File: src/rtl/vga_timing_gen.sv
// VGA raster timing generator: x/y counters, sync/active decode and frame/line markers.
// All outputs are registered from the next-state counters, so they stay mutually coherent.
module vga_timing_gen #(
    parameter int H_ACTIVE  = 640,
    parameter int H_FP      = 16,
    parameter int H_SYNC    = 96,
    parameter int H_BP      = 48,
    parameter int V_ACTIVE  = 480,
    parameter int V_FP      = 10,
    parameter int V_SYNC    = 2,
    parameter int V_BP      = 33,
    parameter bit HSYNC_POL = 1'b0,
    parameter bit VSYNC_POL = 1'b0
) (
    input  logic        clk,
    input  logic        srst,
    input  logic        en,
    output logic        hsync_o,
    output logic        vsync_o,
    output logic        active_video_o,
    output logic        frame_start_o,
    output logic        line_start_o,
    output logic [11:0] x_o,
    output logic [11:0] y_o,
    output logic        running_o,
    output logic [15:0] frame_cnt_o
);

    localparam int H_TOTAL = H_ACTIVE + H_FP + H_SYNC + H_BP;
    localparam int V_TOTAL = V_ACTIVE + V_FP + V_SYNC + V_BP;

    if (H_TOTAL > 4096 || V_TOTAL > 4096) begin : g_size_check
        $error("vga_timing_gen: H_TOTAL and V_TOTAL must be <= 4096");
    end

    // 13-bit bounds so a 4096-wide region compares correctly against 12-bit counters.
    localparam logic [12:0] H_ACT_END  = 13'(H_ACTIVE);
    localparam logic [12:0] H_SYNC_BEG = 13'(H_ACTIVE + H_FP);
    localparam logic [12:0] H_SYNC_END = 13'(H_ACTIVE + H_FP + H_SYNC);
    localparam logic [12:0] V_ACT_END  = 13'(V_ACTIVE);
    localparam logic [12:0] V_SYNC_BEG = 13'(V_ACTIVE + V_FP);
    localparam logic [12:0] V_SYNC_END = 13'(V_ACTIVE + V_FP + V_SYNC);
    localparam logic [11:0] H_LAST     = 12'(H_TOTAL - 1);
    localparam logic [11:0] V_LAST     = 12'(V_TOTAL - 1);

    localparam logic [0:0] ST_IDLE = 1'b0;
    localparam logic [0:0] ST_RUN  = 1'b1;

    logic [0:0]  state_q;
    logic [0:0]  nx_state;
    logic [11:0] nx_x;
    logic [11:0] nx_y;
    logic        nx_run;
    logic        nx_frame_start;

    // NOTE: every signal written here gets a default first, so no path leaves it unassigned (no latch).
    always_comb begin
        nx_state = state_q;
        nx_x     = x_o;
        nx_y     = y_o;
        if (state_q == ST_IDLE) begin
            if (en) nx_state = ST_RUN;
        end else if (x_o == H_LAST) begin
            nx_x = '0;
            if (y_o == V_LAST) begin
                nx_y = '0;
                // en only matters at the final cycle of the frame.
                if (!en) nx_state = ST_IDLE;
            end else begin
                nx_y = y_o + 12'd1;
            end
        end else begin
            nx_x = x_o + 12'd1;
        end
        nx_run         = (nx_state == ST_RUN);
        nx_frame_start = nx_run && (nx_x == '0) && (nx_y == '0);
    end

    assign running_o = (state_q == ST_RUN);

    // NOTE: sequential state uses non-blocking assignments so all registers update from pre-edge values.
    always_ff @(posedge clk) begin
        if (srst) begin
            state_q        <= ST_IDLE;
            x_o            <= '0;
            y_o            <= '0;
            active_video_o <= 1'b0;
            frame_start_o  <= 1'b0;
            line_start_o   <= 1'b0;
            hsync_o        <= ~HSYNC_POL;
            vsync_o        <= ~VSYNC_POL;
            frame_cnt_o    <= '0;
        end else begin
            state_q        <= nx_state;
            x_o            <= nx_x;
            y_o            <= nx_y;
            active_video_o <= nx_run && ({1'b0, nx_x} < H_ACT_END) && ({1'b0, nx_y} < V_ACT_END);
            frame_start_o  <= nx_frame_start;
            line_start_o   <= nx_run && (nx_x == '0);
            hsync_o        <= (nx_run && ({1'b0, nx_x} >= H_SYNC_BEG) && ({1'b0, nx_x} < H_SYNC_END))
                              ? HSYNC_POL : ~HSYNC_POL;
            vsync_o        <= (nx_run && ({1'b0, nx_y} >= V_SYNC_BEG) && ({1'b0, nx_y} < V_SYNC_END))
                              ? VSYNC_POL : ~VSYNC_POL;
            if (nx_frame_start) frame_cnt_o <= frame_cnt_o + 16'd1;
        end
    end

endmodule

File: config.mk
export PLATFORM = sky130hd
export DESIGN_NAME = vga_timing_gen
export DESIGN_NICKNAME = d
export VERILOG_FILES = /design/src/rtl/vga_timing_gen.sv
export SDC_FILE = /design/constraint.sdc
export NUM_CORES = 1
export LEC_CHECK = 0
export BUFFER_PORTS_ARGS = -buffer_cell sky130_fd_sc_hd__buf_4
export CAP_MARGIN = 20
export CORE_MARGIN = 5
export CORE_UTILIZATION = 62
export CTS_CLUSTER_SIZE = 25
export DETAILED_ROUTE_END_ITERATION = 10
export GPL_TIMING_DRIVEN = 0
export PLACE_DENSITY_LB_ADDON = 0.3
export SYNTH_ARGS = -nofsm -noshare
export SYNTH_HDL_FRONTEND = slang
export SYNTH_SLANG_ARGS = --single-unit
File: constraint.sdc
create_clock -name clk -period 5.16 [get_ports clk]
set_input_delay 0.774 -clock clk [delete_from_list [all_inputs] [get_ports clk]]
set_output_delay 0.774 -clock clk [all_outputs]
set_load 0.02 [all_outputs]
==> results.md, run 1 <==
- Status: finished clean
- Post-synth EDFFs: 0
- Total Wirelength: 7897 um
- Final Cycle Share: 62.66%
- Biggest regs: frame_cnt_o: 16 flops, x_o: 12 flops, y_o: 12 flops
- ANT cells: 0
- Static Leak: ~1.5 nW
- Std cell rows: 26
- Critical Path AT: around 3.4 ns
- DR vias/cell: approximately 6
- Post-Route Hold Slack: 0.5685 ns
- Synthesis-to-layout area growth: 18.20%
- Initial antenna violation count: 0
- Setup crit end kind: register
- Commonest non-fill, non-tap cells in the layout: 49 x buf_4, 49 x nor2_1, 46 x dfxtp_1
- Clk_skew: 0.01526 ns
- Hold buffer count at CTS: 0
- Synth Cell Area: ~3200 sq um
- Hpwl dp: 5754 um
- Layout cell share with drive strength beyond 1: between 20 and 30%
- Number of global-route vias before repair: between 2,000 and 3,000
- Largest register FFs: 16
- Core area: between 5000 and 6000 sq um
- WL/cell: around 16 um
- Clk slew on worst S/H paths: 0.10 ns
- Initial Utilization: between 60% and 70%
- FFs w/ async S/R, synth: 0%
- First-pass GRT wire length: ~13,000 um
- Min Tclk post-route: approximately 3.2 ns
- Hold/Removal Path Class: register to register
- Clock Latency Late Sink: approximately 0.31 ns
- Max Cap Viol: 0
- Setup Buffers After CTS: 0
- Startpoint types: register
- Io pins: slightly below 50
- Die Ht: ~80 um
- Vias: about 2,900
- PortBufs: 47
- Pin count of the biggest net entering global routing: 15
- #FFs+latches synth: between 40 and 50
- Rel. slew slack: approximately half
- Clock root cell: clkbuf_8
- Die X: 81.89 um
- Ys flop type: dfxtp_1
- Cells after synthesis: around 360
- Synth unique cells: approximately 60
- 1st-iter DRT viols: between 200 and 250
- Slew @ Worst Pin: about 0.74 ns
- Clock tree buffer depth: 2
- Residual DRC: 0
- Design area: about 3800 sq um
- Post_cts resized: 0
- Largest register by flop count: frame_cnt_o
- Mapped Nets: approximately 370
- TritonRoute pass-1 iters: 4
- Endpoints failing hold: 0
- Die area: 6706 sq um
- Final #Nets: approximately 420
- Max VDD drop: roughly 170 uV
- Seq/Total Area, Yosys: 28.74%
- Global Route Usage Sum: about a quarter
- Fin. max-slew vios: 0
- CTS Sinks: 46
- Overall Power: a little under 0.8 mW
- Util after Layout: between 70% and 80%
- Crit path kind: register to register
- RSZ-0062 raised after global routing: no
- Ys Warns: 0
- Setup_tns: 0 ns
- Pwr Density: roughly 210 nW/um^2
- CTS tree: built
- Post-placement cell area: roughly 3600 sq um
- Crit Path Max Fanout: 10
- Grt ovf: 0
- WP data required: around 5.4 ns
- ANT nets after route: 0
- Fmax: around 0.31 GHz
- CTS Buf Count: 5
- GP Congestion: ~0.9
- Synthesized area per cell: 8.951 sq um
- Final setup vio count: 0
- Max H-tree Level: 2
[per-stage QoR]
stage	instances	setup slack, ns
6_report	483	1.927
5_1_grt	483	1.701
4_1_cts	483	2.018
3_5_place_dp	475	2.072
3_3_place_gp	475	2.079
2_1_floorplan	358	2.474
[cells by family (layout without fill, tap and decap cells)]
family | after synthesis | in the layout | share of synthesized area, %
XOR/XNOR | 21 | 21 | 5.740
AND/OR/NAND/NOR | 194 | 194 | 39.91
adder cells (fa/ha/maj) | 4 | 4 | 1.562
multiplexers | 20 | 20 | 8.200
buffers and inverters | 35 | 90 | 6.091
AO/OA/AOI/OAI | 38 | 38 | 9.763
flip-flops | 46 | 46 | 28.74
[where the power goes]
part | total [mW] | internal, mW | switching (mW)
clock network | 0.337 | 0.207 | 0.130
registers | 0.369 | 0.361 | 0.00827
logic | 0.0755 | 0.0292 | 0.0463
total | 0.781 | 0.597 | 0.185
[final timing paths]
path                                              startpoint                      endpoint  slack (ns)  cells past startpoint
worst max-delay path                       x_o[0]$_SDFF_PP0_  frame_cnt_o[15]$_SDFFE_PP0P_        1.93                      9
worst min-delay path            frame_cnt_o[15]$_SDFFE_PP0P_  frame_cnt_o[15]$_SDFFE_PP0P_        0.57                      2
worst max register to register             x_o[0]$_SDFF_PP0_  frame_cnt_o[15]$_SDFFE_PP0P_        1.93                      9
worst min register to register  frame_cnt_o[15]$_SDFFE_PP0P_  frame_cnt_o[15]$_SDFFE_PP0P_        0.57                      2
[cell usage after synthesis (4+ instances only)]
| cell | instances | area, sq um |
|---|---|---|
| nor2_1 | 49 | 183.9 |
| dfxtp_1 | 46 | 920.9 |
| nand2_1 | 25 | 93.84 |
| nand3_1 | 19 | 95.09 |
| nor2b_1 | 18 | 112.6 |
| nand4_1 | 15 | 93.84 |
| xnor2_1 | 15 | 131.4 |
| clkbuf_1 | 12 | 45.04 |
| mux2_4 | 11 | 165.2 |
| a21oi_1 | 10 | 50.05 |
| nor4_4 | 10 | 212.7 |
| nor3_1 | 9 | 45.04 |
| nor4_1 | 9 | 56.30 |
| buf_2 | 8 | 40.04 |
| inv_1 | 8 | 30.03 |
| o21ai_0 | 8 | 40.04 |
| and4_1 | 6 | 52.55 |
| mux2_1 | 6 | 67.56 |
| xor2_1 | 6 | 52.55 |
| a31oi_1 | 5 | 31.28 |
| nand2b_1 | 5 | 31.28 |
| buf_6 | 4 | 45.04 |
| ha_1 | 4 | 50.05 |
[area by class of cell]
cell class                      instances  area, sq um
Multi-Input combinational cell        277         2088
Fill cell                             383         1287
Sequential cell                        46        920.9
Timing Repair Buffer                   47        352.8
Buffer                                 27        165.2
Tap cell                               70        87.58
Clock buffer                            6        82.58
Clock inverter                          2        60.06
Inverter                                8        30.03
[worst max-delay path, cell delays in order (launching register included)]
cell	delay [ns]
dfxtp_1	0.49
ha_1	0.32
nand2_1	0.12
nand4b_4	0.29
nor2_1	0.27
mux2i_1	0.51
buf_2	0.31
nand4_1	0.13
nor4_1	0.34
mux2_1	0.36
[per-layer routing]
metal	vias up	track usage, %	wire length [um]
met5	-	0	0
met4	0	9.967	178
met3	16	5.154	473
met2	111	39.58	3685
met1	1372	30.97	3559
li1	1400	-	-
(Power assumes the default switching activity.)
==> run 2: changes to the inputs <==
--- a/config.mk
+++ b/config.mk
@@ -8,7 +8,7 @@
 export BUFFER_PORTS_ARGS = -buffer_cell sky130_fd_sc_hd__buf_4
 export CAP_MARGIN = 20
 export CORE_MARGIN = 5
-export CORE_UTILIZATION = 62
+export CORE_UTILIZATION = 57
 export CTS_CLUSTER_SIZE = 25
 export DETAILED_ROUTE_END_ITERATION = 10
 export GPL_TIMING_DRIVEN = 0
==> constraint.sdc (replaced) <==
create_clock -name clk -period 3.26 [get_ports clk]
set_input_delay 0.489 -clock clk [delete_from_list [all_inputs] [get_ports clk]]
set_output_delay 0.489 -clock clk [all_outputs]
set_load 0.02 [all_outputs]
==> results.md, run 2 (synthesized netlist as in run 1, its figures left out) <==
- Status: finished clean
- Pwr Density: 302.1 nW/um^2 (+46%)
- Clock Latency Late Sink: 0.31 ns (about the same)
- 1st-iter DRT viols: 155 (-30%)
- Synthesis-to-layout area growth: 17.84%
- WP data required: 3.45 ns (-1.92 ns)
- Commonest non-fill, non-tap cells in the layout: 49 x buf_4, 48 x nor2_1, 46 x dfxtp_1
- Final setup vio count: 0 (unchanged)
- Clock root cell: clkbuf_8
- Die area: 7221 sq um (+7.7%)
- Die X: 84.98 um (+3.8%)
- RSZ-0062 raised after global routing: no
- Slew @ Worst Pin: 0.5751 ns (-0.1638 ns)
- Storage cell area: 920.9 sq um (unchanged)
- Max VDD drop: 262.2 uV (+53%)
- Crit path kind: register to register
- Die Ht: 84.98 um (+3.8%)
- Setup crit end kind: register
- Total Wirelength: 7587 um (-3.9%)
- Clk slew on worst S/H paths: 0.09 ns (about the same)
- Core area: 5473 sq um (+7.8%)
- Largest register by flop count: frame_cnt_o
- Setup_tns: 0 ns (unchanged)
- Number of global-route vias before repair: 2,779 (+3.8%)
- Fmax: 0.3302 GHz (+6.8%)
- GP Congestion: 0.9103 (+2.8%)
- Initial antenna violation count: 0 (unchanged)
- TritonRoute pass-1 iters: 5 (+1)
- ANT nets after route: 0 (unchanged)
- Vias: 2,879 (-0.69%)
- Std cell rows: 27 (+3.8%)
- Multi-input gate area: 2103 sq um (+0.72%)
- Static Leak: 1.445 nW (-1.2%)
- Setup WS post-layout: 0.2317 ns (-1.695 ns)
- Final #Nets: 419 (unchanged)
- Commonest non-fill, non-tap cell in the layout: buf_4
- Grt ovf: 0 (unchanged)
- Global Route Usage Sum: 21.54% (-2.7 points)
- Design area: 3776 sq um (-0.30%)
- Clock tree buffer depth: 2 (unchanged)
- Layout cell share with drive strength beyond 1: 27.60% (+0.48 points)
- Pin count of the biggest net entering global routing: 16 (+1)
- Hold/Removal Path Class: input port to register
- PortBufs: 47 (unchanged)
- # fillers: 443 (+16%)
- CTS Buf Count: 5 (unchanged)
- Io pins: 49 (unchanged)
- Hpwl dp: 5646 um (-1.9%)
- First-pass GRT wire length: 13,090 um (+3.0%)
- Rel. slew slack: 61.17% (+11 points)
- Fin. max-slew vios: 0 (unchanged)
- Initial Utilization: 58.55% (-4.6 points)
- Max Cap Viol: 0 (unchanged)
- Clk_skew: 0.008989 ns (-0.006273 ns)
- Largest register FFs: 16 (unchanged)
- Hold buffer count at CTS: 0 (unchanged)
- ANT cells: 0 (unchanged)
- Setup WS pre-CTS: 0.1233 ns (-1.948 ns)
- Setup Buffers After CTS: 0 (unchanged)
- Critical Path AT: 3.22 ns (-0.22 ns)
- Endpoints failing hold: 0 (unchanged)
- Biggest regs: frame_cnt_o: 16 flops, x_o: 12 flops, y_o: 12 flops
- Startpoint types: register
- CTS Sinks: 46 (unchanged)
- Max H-tree Level: 2 (unchanged)
- Post-placement cell area: 3647 sq um (about the same)
- Final Cycle Share: 92.89% (+30 points)
- DR vias/cell: 5.936 (-1.1%)
- CTS tree: built
- Util after Layout: 69.00% (-5.6 points)
- Residual DRC: 0 (unchanged)
- WL/cell: 15.64 um (-4.3%)
- Crit Path Max Fanout: 10 (unchanged)
- Min Tclk post-route: 3.028 ns (-0.2048 ns)
-- run 2: layout make-up --
cell class                 instances  share of cell area [%]
buffer                            27                   4.374
clock buffer                       5                   1.822
clock inverter                     3                   1.193
inverter                           8                  0.7952
multi-input combinational        277                   55.70
sequential                        46                   24.39
tap                               72                   2.386
timing repair buffer              47                   9.344
-- run 2: final timing paths --
kind / start / endpoint / slack [ns] / depth (start not counted)
worst max-delay path: x_o[0]$_SDFF_PP0_ / frame_cnt_o[15]$_SDFFE_PP0P_ / 0.23 / 9
worst min-delay path: en / running_o$_SDFF_PP0_ / 0.54 / 3
worst max register to register: x_o[0]$_SDFF_PP0_ / frame_cnt_o[15]$_SDFFE_PP0P_ / 0.23 / 9
worst min register to register: y_o[11]$_SDFF_PP0_ / y_o[11]$_SDFF_PP0_ / 0.57 / 2
-- run 2: what timing repair did --
action	in CTS	in global routing
gates resized for setup	0	3
endpoints found under the setup margin	0	6
hold endpoints to repair	0	0
-- run 2: per-layer routing --
metal	share of wire [%]	up-vias	track usage [%]	wire, um
li1	-	1397	-	-
met1	46	1353	28.77	3461
met2	46	110	34.82	3502
met3	6.3	19	4.757	475
met4	1.9	0	6.187	147
met5	0	-	0	0
-- run 2: where the power goes --
| part | switching (mW) | internal (mW) | leakage (nW) | total (mW) |
|---|---|---|---|---|
| combinational | 0.0716 | 0.0463 | 1.02 | 0.118 |
| clock | 0.210 | 0.228 | 0.0504 | 0.438 |
| sequential | 0.0142 | 0.571 | 0.372 | 0.585 |
-- run 2: critical path, cell delays in order (launching register included) --
cell	delay, ns
dfxtp_1	0.48
ha_1	0.29
nand2_1	0.10
nand4b_4	0.29
nor2_2	0.30
mux2i_4	0.36
buf_2	0.26
nand4_1	0.14
nor4_1	0.33
mux2_1	0.36
-- run 2: metrics by stage --
step / hold slack (ns) / cells / total power, mW
finish: 0.5373 / 485 / 1.141
global route: 0.5707 / 485 / 1.183
CTS: 0.5295 / 485 / 1.147
detailed placement: 0.5516 / 477 / 0.7161
global placement: 0.5308 / 477 / 0.7135
floorplan: 0.6003 / 358 / 0.6813
==> run 3: changes to the inputs <==
--- a/config.mk
+++ b/config.mk
@@ -9,10 +9,11 @@
 export CAP_MARGIN = 20
 export CORE_MARGIN = 5
 export CORE_UTILIZATION = 57
-export CTS_CLUSTER_SIZE = 25
+export CTS_CLUSTER_SIZE = 40
 export DETAILED_ROUTE_END_ITERATION = 10
 export GPL_TIMING_DRIVEN = 0
 export PLACE_DENSITY_LB_ADDON = 0.3
+export RECOVER_POWER = 25
 export SYNTH_ARGS = -nofsm -noshare
 export SYNTH_HDL_FRONTEND = slang
 export SYNTH_SLANG_ARGS = --single-unit
==> results.md, run 3 (synthesized netlist as in run 1, its figures left out) <==
- Status: finished clean
- Setup WS pre-CTS: 0.1233 ns (unchanged)
- Final Cycle Share: 92.35% (-0.54 points)
- CTS Buf Count: 5 (unchanged)
- Worst path max stage delay: 0.48 ns (about the same)
- Vias: 2,880 (+0.035%)
- GP Congestion: 0.9103 (unchanged)
- Final setup vio count: 0 (unchanged)
- Clock power share: 38.4% (about the same)
- RSZ-0062 raised after global routing: no
- Min Tclk post-route: 3.011 ns (-0.01753 ns)
- Max VDD drop: 262.1 uV (about the same)
- Number of global-route vias before repair: 2,779 (unchanged)
- Reg2Reg Depth: 9 (unchanged)
- CTS Sinks: 46 (unchanged)
- Worst min-delay path startpoint: en
- ANT cells: 0 (unchanged)
- Commonest non-fill, non-tap cell in the layout: nor2_1
- Setup_tns: 0 ns (unchanged)
- Grt ovf: 0 (unchanged)
- WHS Endpoint: running_o$_SDFF_PP0_
- Post_cts resized: 0 (unchanged)
- Setup crit end kind: register
- Fin. max-slew vios: 0 (unchanged)
- Io pins: 49 (unchanged)
- Fmax: 0.3321 GHz (+0.58%)
- Largest register FFs: 16 (unchanged)
- Die area: 7221 sq um (unchanged)
- Die Ht: 84.98 um (unchanged)
- Commonest non-fill, non-tap cells in the layout: 48 x nor2_1, 46 x dfxtp_1, 35 x clkbuf_1
- P_sw: 0.2947 mW (-0.27%)
- Setup Buffers After CTS: 0 (unchanged)
- Hpwl dp: 5646 um (unchanged)
- Internal Power: 0.8420 mW (-0.40%)
- Initial Utilization: 58.55% (unchanged)
- Crit path cell chain: ha_1 > nand2_1 > nand4b_4 > nor2_2 > mux2i_4 > buf_2 > nand4_1 > nor4_1 > mux2_1
- Die X: 84.98 um (unchanged)
- Switching Share: 25.92% (about the same)
- Layout cell share with drive strength beyond 1: 22.03% (-5.6 points)
- Core area: 5473 sq um (unchanged)
- Setup WS post-layout: 0.2493 ns (+0.01753 ns)
- DR vias/cell: 5.938 (about the same)
- Clk_skew: 0.007130 ns (-0.001860 ns)
- Worst path bufs/invs: 1 (unchanged)
- Startpoint types: register
- PortBufs: 47 (unchanged)
- Cell family with most CP delay: simple AND/OR/NAND/NOR gates
- Synthesis-to-layout area growth: 15.15%
- Static Leak: 1.350 nW (-6.5%)
- ANT nets after route: 0 (unchanged)
- Hold/Removal Path Class: input port to register
- Crit Path Max Fanout: 10 (unchanged)
- 1st-iter DRT viols: 181 (+17%)
- Crit path kind: register to register
- Pwr Density: 308.1 nW/um^2 (+2.0%)
- Clock Latency Late Sink: 0.30 ns (about the same)
- Post-Route Hold Slack: 0.5401 ns (+0.002841 ns)
- WL/cell: 15.71 um (+0.43%)
- Largest register by flop count: frame_cnt_o
- Clock tree buffer depth: 2 (unchanged)
- WP data required: 3.45 ns (about the same)
- CTS tree: built
- Clk slew on worst S/H paths: 0.09 ns (about the same)
- FF-to-FF Start: x_o[0]$_SDFF_PP0_
- Biggest regs: frame_cnt_o: 16 flops, x_o: 12 flops, y_o: 12 flops
- Rel. slew slack: 62.67% (+1.5 points)
- Hold buffer count at CTS: 0 (unchanged)
- Total Wirelength: 7620 um (+0.43%)
- Pin count of the biggest net entering global routing: 16 (unchanged)
- RR Endpoint: frame_cnt_o[15]$_SDFFE_PP0P_
- Max Cap Viol: 0 (unchanged)
- Clock root cell: clkbuf_8
- CP max-delay cell: dfxtp_1
- Max H-tree Level: 2 (unchanged)
- Combinational power share: 10.1% (-0.2 points)
- TritonRoute pass-1 iters: 5 (unchanged)
- Slew @ Worst Pin: 0.5529 ns (-0.02228 ns)
- Residual DRC: 0 (unchanged)
- Final #Nets: 419 (unchanged)
- Flop2flop setup slack: 0.25 ns (+0.02 ns)
- Endpoints failing hold: 0 (unchanged)
- First-pass GRT wire length: 13,090 um (unchanged)
- Initial antenna violation count: 0 (unchanged)
- Global Route Usage Sum: 21.54% (unchanged)
- Sequential share of power: 51.5% (+0.2 points)
- Std cell rows: 27 (unchanged)
- Critical Path AT: 3.20 ns (-0.02 ns)
- Hold path depth: 3 (unchanged)
-- run 3: cell type report --
class	instances	area, sq um
fill	466	1783
clock buffer	5	68.82
inverter	8	30.03
buffer	27	165.2
timing repair buffer	47	266.5
tap	72	90.09
clock inverter	3	45.04
multi-input combinational	277	2103
sequential	46	920.9
-- run 3: how the worst max path moves through the flow --
stage                            from                      endpoint  slack [ns]  depth (start not counted)
global placement    x_o[0]$_SDFF_PP0_  frame_cnt_o[15]$_SDFFE_PP0P_        0.17                          9
floorplan           x_o[0]$_SDFF_PP0_  frame_cnt_o[10]$_SDFFE_PP0P_        0.57                          9
finish              x_o[0]$_SDFF_PP0_  frame_cnt_o[15]$_SDFFE_PP0P_        0.25                          9
global route        x_o[0]$_SDFF_PP0_  frame_cnt_o[15]$_SDFFE_PP0P_        0.06                          9
detailed placement  x_o[0]$_SDFF_PP0_  frame_cnt_o[15]$_SDFFE_PP0P_        0.12                          9
CTS                 x_o[0]$_SDFF_PP0_  frame_cnt_o[15]$_SDFFE_PP0P_        0.04                          9
-- run 3: routing by layer --
| metal | vias to the layer above | track usage (%) | part of all wire, % |
|---|---|---|---|
| li1 | 1394 | - | - |
| met1 | 1365 | 28.77 | 47 |
| met2 | 105 | 34.82 | 46 |
| met3 | 16 | 4.757 | 5.6 |
| met4 | 0 | 6.187 | 1.6 |
| met5 | - | 0 | 0 |
-- run 3: metrics by stage --
stage	total power, mW	utilization (%)	instances	cell area, sq um
global placement	0.7135	66.64	477	3647
floorplan	0.6813	-	358	3204
CTS	1.147	68.72	485	3761
detailed placement	0.7161	66.64	477	3647
finish	1.137	67.42	485	3690
global route	1.180	67.42	485	3690
-- run 3: worst register-to-register path: cells and delay by family, from the launching register on --
family	cells	cell delay, ns
simple gates	5	1.15
mux	2	0.72
flops	1	0.48
fa+ha+maj	1	0.29
buf+inv	1	0.26
-- run 3: power by group through the flow --
stage               Clock [mW]  Sequential (mW)  Combinational (mW)
floorplan                    0            0.606              0.0753
global placement             0            0.597               0.116
detailed placement           0            0.598               0.119
CTS                      0.444            0.585               0.119
global route             0.468            0.587               0.126
finish                   0.436            0.585               0.115
